--- src/rtl/gray_pkg.sv ---
// Shared constants and FSM state type for the Gray position tracker.
// Holds the default word width, the synchronizer depth range and the state enum.
package gray_pkg;

    localparam int unsigned GRAY_W_DEFAULT  = 4;
    localparam int unsigned SYNC_STAGES_MIN = 2;
    localparam int unsigned SYNC_STAGES_MAX = 4;
    // Wide enough to count 0..SYNC_STAGES_MAX.
    localparam int unsigned FILL_W          = 3;

    typedef enum logic {
        INIT  = 1'b0,
        TRACK = 1'b1
    } state_t;

endpackage

--- src/rtl/gray2bin.sv ---
// Combinational Gray-to-binary decoder.
// Each binary bit is the XOR of all Gray bits at or above its position.
module gray2bin
    import gray_pkg::*;
#(
    parameter int unsigned W = GRAY_W_DEFAULT
) (
    input  logic [W-1:0] g,
    output logic [W-1:0] b
);

    for (genvar i = 0; i < W; i++) begin : g_bit
        assign b[i] = ^g[W-1:i];
    end

endmodule

--- src/rtl/gray_track_monitor.sv ---
// Synchronizes an asynchronous Gray position word, decodes it, and tracks legal
// single steps (with wrap), flagging and counting multi-step jumps.
module gray_track_monitor
    import gray_pkg::*;
#(
    parameter int unsigned W           = GRAY_W_DEFAULT,
    parameter int unsigned SYNC_STAGES = 2,
    parameter int unsigned CNT_W       = 8
) (
    input  logic             clk,
    input  logic             rst_n,
    input  logic [W-1:0]     G,
    input  logic             clr_err,
    output logic [W-1:0]     B,
    output logic             B_valid,
    output logic             dir,
    output logic             step_err,
    output logic [CNT_W-1:0] err_cnt,
    output logic             locked
);

    if (SYNC_STAGES < SYNC_STAGES_MIN || SYNC_STAGES > SYNC_STAGES_MAX) begin : g_bad_sync
        $error("gray_track_monitor: SYNC_STAGES out of legal range");
    end

    logic [W-1:0]      sync_q [SYNC_STAGES];
    logic [W-1:0]      gs;
    logic [W-1:0]      bn;
    state_t            state_q, state_d;
    logic [FILL_W-1:0] fill_q, fill_d;
    logic [W-1:0]      b_d;
    logic              b_valid_d, dir_d, step_err_d, locked_d;
    logic [CNT_W-1:0]  err_cnt_d;

    always_ff @(posedge clk or negedge rst_n) begin
        if (!rst_n) begin
            for (int i = 0; i < SYNC_STAGES; i++) sync_q[i] <= '0;
        end else begin
            sync_q[0] <= G;
            for (int i = 1; i < SYNC_STAGES; i++) sync_q[i] <= sync_q[i-1];
        end
    end

    assign gs = sync_q[SYNC_STAGES-1];

    gray2bin #(.W(W)) u_gray2bin (
        .g (gs),
        .b (bn)
    );

    always_comb begin
        state_d    = state_q;
        fill_d     = fill_q;
        b_d        = B;
        b_valid_d  = 1'b0;
        dir_d      = dir;
        step_err_d = 1'b0;
        locked_d   = locked;
        unique case (state_q)
            INIT: begin
                // Wait until the synchronizer holds only post-reset samples.
                if (fill_q == FILL_W'(SYNC_STAGES)) begin
                    b_d       = bn;
                    b_valid_d = 1'b1;
                    locked_d  = 1'b1;
                    state_d   = TRACK;
                end else begin
                    fill_d = fill_q + 1'b1;
                end
            end
            TRACK: begin
                if (bn != B) begin
                    b_d       = bn;
                    b_valid_d = 1'b1;
                    if (bn == B + W'(1)) begin
                        dir_d = 1'b1;
                    end else if (bn == B - W'(1)) begin
                        dir_d = 1'b0;
                    end else begin
                        step_err_d = 1'b1;
                    end
                end
            end
        endcase

        if (clr_err) begin
            err_cnt_d = '0;
        end else if (step_err_d && (err_cnt != {CNT_W{1'b1}})) begin
            err_cnt_d = err_cnt + 1'b1;
        end else begin
            err_cnt_d = err_cnt;
        end
    end

    always_ff @(posedge clk or negedge rst_n) begin
        if (!rst_n) begin
            state_q  <= INIT;
            fill_q   <= '0;
            B        <= '0;
            B_valid  <= 1'b0;
            dir      <= 1'b0;
            step_err <= 1'b0;
            err_cnt  <= '0;
            locked   <= 1'b0;
        end else begin
            state_q  <= state_d;
            fill_q   <= fill_d;
            B        <= b_d;
            B_valid  <= b_valid_d;
            dir      <= dir_d;
            step_err <= step_err_d;
            err_cnt  <= err_cnt_d;
            locked   <= locked_d;
        end
    end

endmodule
--- config.mk ---
export PLATFORM = sky130hd
export DESIGN_NAME = gray_track_monitor
export DESIGN_NICKNAME = d
export VERILOG_FILES = /design/src/rtl/gray_pkg.sv /design/src/rtl/gray2bin.sv /design/src/rtl/gray_track_monitor.sv
export SDC_FILE = /design/constraint.sdc
export NUM_CORES = 1
export LEC_CHECK = 0
export CAP_MARGIN = 20
export CORE_MARGIN = 4
export CORE_UTILIZATION = 52
export DETAILED_ROUTE_END_ITERATION = 7
export PLACE_DENSITY = 0.78
export REMOVE_ABC_BUFFERS = 1
export SLEW_MARGIN = 40
export SYNTH_ARGS = -nofsm -noshare
export SYNTH_HDL_FRONTEND = slang
export SYNTH_SLANG_ARGS = --single-unit
export TNS_END_PERCENT = 100
--- constraint.sdc ---
create_clock -name clk -period 2.7 [get_ports clk]
set_input_delay 0.54 -clock clk [delete_from_list [all_inputs] [get_ports clk]]
set_output_delay 0.54 -clock clk [all_outputs]
set_load 0.02 [all_outputs]
==> results.md <==
- Outcome: complete, no violations
- Layout overhead on the synthesized area: 17.9%
- First-pass GRT wire length: approximately 4100 um
- Crit path max fanout: 9
- Wire length per cell: 13.9 um
- Fin. max-slew vios: 0
- Setup TNS: 0 ns
- Clock root cell: clkbuf_4
- Layout cells sized above 1: 6.21%
- DRC Markers: 0
- CP max stage cell: dfrtp_1
- Total power: 0.00110 W
- EDFF count, synth: 0
- Post-CTS Setup Inserts: 0
- Seq/Total Area, Yosys: between 50% and 60%
- Crit. End Element: flip-flop
- WP data required: around 2.9 ns
- Mapped cell area: between 1000 and 1500 sq um
- Synth warnings: 0
- Initial antenna violation count: 0
- I/O Buffers: 22
- Number of global-route vias before repair: roughly 900
- Clock Sinks: 28
- Io pins: 23
- Initial core utilization: a little under three fifths
- Cell Count, Final, Fillers Out: between 150 and 200
- WP data arrival: ~2.6 ns
- Grt total ovfl: 0
- Final Hold Fails: 0
- Total GRT Usage: between 10% and 20%
- Final period util: between 80% and 90%
- Crit path max-delay family: compound AO/OA/AOI/OAI gates
- Total CTS buffers: 3
- Pin count of the biggest net entering global routing: 29
- Vias: 965
- Reg-to-Reg Start: gs[3]$_DFF_PN0_
- Switching component of the power: between 0.0003 and 0.0004 W
- Synth Instances: roughly 120
- Slew HR: between 70% and 80%
- CP max stage delay: around 0.52 ns
- Full die area: ~3600 sq um
- Initial drt markers: 31
- Worst slew pin tran: 0.398 ns
- Clk_lat worst skew: approximately 0.32 ns
- Leakage: just over 0.7 nW
- Min cycle time layout: roughly 2.4 ns
- Max clock buf depth: 2
- Iteration count of the initial detailed-routing pass: 4
- Die height: 59.9 um
- Clock share of power: between 15 and 20%
- Clock transition at path regs: 0.14 ns
- Reg2reg path depth: 5
- Worst path buffer plus inverter count: 0
- Fraction of registers with async set/reset: 100%
- Inst Count DP: between 150 and 200
- Final wirelength: about 2400 um
- # resized after CTS: 0
- Hold Buf Count CTS: 0
- Number of H-tree levels: 1
- Yosys cell types: 38
- Worst Setup Path Type: flip-flop to flip-flop
- R2R Setup Slk: about 0.35 ns
- Row cnt: 18
- Worst hold path class: flip-flop to flip-flop
- Cell chain of the critical path: or3_1 -> a211o_1 -> a311oi_2 -> o21a_2 -> mux2_1
- Switching share of power: approximately 35%
- Die extent in x: approximately 60 um
- Post-DP Area: around 1600 sq um
- Startpoint types: flip-flop
- ANT cells: 0
- Average size of a mapped cell: around 11 sq um
- Int Power: a little over 0.0007 W
- Max Cap Viol: 0
- Nets: approximately 160
- Final setup margin: between 0.3 and 0.4 ns
- Seq cells post-synth: 28
- Seq pwr share: a little under half
- Worst vdd ir: 0.456 mV
- Fmax: around 430 MHz
- Placer Congestion: approximately 0.79
- Top_reg_cell synth: dfrtp_1
- DP Worst Slack: between 0.3 and 0.4 ns
- Comb pwr share: 37.5%
- Final Cell Area: around 1600 sq um
- Hold Path Origin: sync_q[7]$_DFF_PN0_
- Placeable core area: around 2500 sq um
- Power Dens Cells: between 600 and 700 nW/um^2
- Worst flop-to-flop path endpoint: B[2]$_DFFE_PN0P_
- Clock skew: roughly 0.005 ns
- Post-route ant nets: 0
- Hold Crit Depth: 0
- Worst Hold End: gs[3]$_DFF_PN0_
- Detailed Place HPWL: about 1800 um
- Setup violators final: 0
- TritonCTS clock tree: built
- RSZ-0062 raised after global routing: no
- Via/cell ratio: between 5 and 6
==> per-stage QoR <==
stage	utilization, %	hold slack [ns]
floorplan	-	0.244
global placement	64.5	0.332
detailed placement	64.5	0.335
CTS	65.4	0.369
global route	65.4	0.379
finish	65.4	0.365
==> synthesized netlist by cell type, types with 4 or more instances <==
library cell | n | area share, %
xor2_1 | 6 | 3.8
inv_1 | 8 | 2.1
ha_1 | 5 | 4.5
dfrtp_1 | 28 | 50
nor2_1 | 6 | 1.6
o21ai_1 | 5 | 1.8
xnor2_1 | 7 | 4.4
a21oi_1 | 6 | 2.1
nand2_1 | 5 | 1.3
o21ai_0 | 4 | 1.4
or3_1 | 6 | 2.7
nand3_1 | 6 | 2.1
==> cells by family after synthesis <==
family                     Yosys count  synth area share, %
AOI/OAI and AO/OA                   24                 11.9
adders and majority gates            5                 4.47
and+or+nand+nor                     36                 15.0
buffers and inverters               12                 4.83
muxes                                3                 2.33
xor gates and xnor gates            15                 11.4
DFF                                 28                 50.1
==> registers in the layout, indices dropped and copies added (netlist names), 3 cells and up <==
signal,flops
fill_q,3
B,4
gs,4
err_cnt,8
sync_q,4
==> routing by layer <==
metal	up-vias	part of all wire [%]	wire (um)	global-route usage, %
met5	-	0	0	0
met4	0	0	0	2.85
met3	0	5.7	139	2.59
met2	29	49	1200	25.0
met1	468	45	1090	20.8
li1	468	-	-	-
==> power by group through the flow <==
stage          registers [W]  logic, W  clock network (W)
2_1_floorplan       0.000570  0.000224                  0
3_3_place_gp        0.000526  0.000405                  0
3_5_place_dp        0.000530  0.000414                  0
4_1_cts             0.000522  0.000416           0.000177
5_1_grt             0.000530  0.000456           0.000191
6_report            0.000522  0.000412           0.000167
==> cell type report <==
type	count	area, sq um
multi-input combinational	83	631
timing repair buffer	23	228
sequential	28	701
fill	214	873
clock buffer	3	22.5
inverter	8	30.0
tap	30	37.5
==> worst max path at each step <==
| stage | from | to | slack (ns) | depth (start not counted) |
|---|---|---|---|---|
| after floorplan | B[0]$_DFFE_PN0P_ | err_cnt[1]$_DFFE_PN0P_ | 0.49 | 7 |
| after global placement | gs[3]$_DFF_PN0_ | B[2]$_DFFE_PN0P_ | 0.47 | 5 |
| after detailed placement | gs[3]$_DFF_PN0_ | B[2]$_DFFE_PN0P_ | 0.38 | 5 |
| after CTS | gs[3]$_DFF_PN0_ | B[2]$_DFFE_PN0P_ | 0.35 | 5 |
| after global routing | gs[3]$_DFF_PN0_ | B[2]$_DFFE_PN0P_ | 0.22 | 5 |
| final | gs[3]$_DFF_PN0_ | B[2]$_DFFE_PN0P_ | 0.35 | 5 |
==> cells in the final DEF, fill, tap and decap left out <==
cell | Yosys | routed
a211o_1 | 1 | 1
a21boi_0 | 1 | 1
a21oi_1 | 6 | 6
a311oi_2 | 1 | 1
a31o_2 | 1 | 1
and2_1 | 1 | 1
and3_1 | 2 | 2
and3b_1 | 1 | 1
buf_4 | 1 | 1
clkbuf_4 | 0 | 3
clkdlybuf4s50_1 | 0 | 22
dfrtp_1 | 28 | 28
ha_1 | 5 | 5
inv_1 | 8 | 8
mux2_1 | 2 | 2
mux2i_1 | 1 | 1
nand2_1 | 5 | 5
nand2b_1 | 1 | 1
nand3_1 | 6 | 6
nand4_1 | 2 | 2
nand4b_4 | 1 | 1
nor2_1 | 6 | 6
nor3_1 | 2 | 2
nor3b_1 | 1 | 1
nor4_1 | 1 | 1
o211ai_1 | 1 | 1
o21a_2 | 1 | 1
o21ai_0 | 4 | 4
o21ai_1 | 5 | 5
o21ba_1 | 1 | 1
o21bai_1 | 1 | 1
o31a_4 | 1 | 1
or3_1 | 6 | 6
or4_1 | 1 | 1
xnor2_1 | 7 | 7
xnor3_1 | 2 | 2
xor2_1 | 6 | 6
==> worst register-to-register path: stages (launching register included) <==
cell and delay [ns]:
dfrtp_1 0.52, or3_1 0.39, a211o_1 0.31, a311oi_2 0.43, o21a_2 0.28, mux2_1 0.33
No activity file was read; power rests on OpenSTA's default activity.
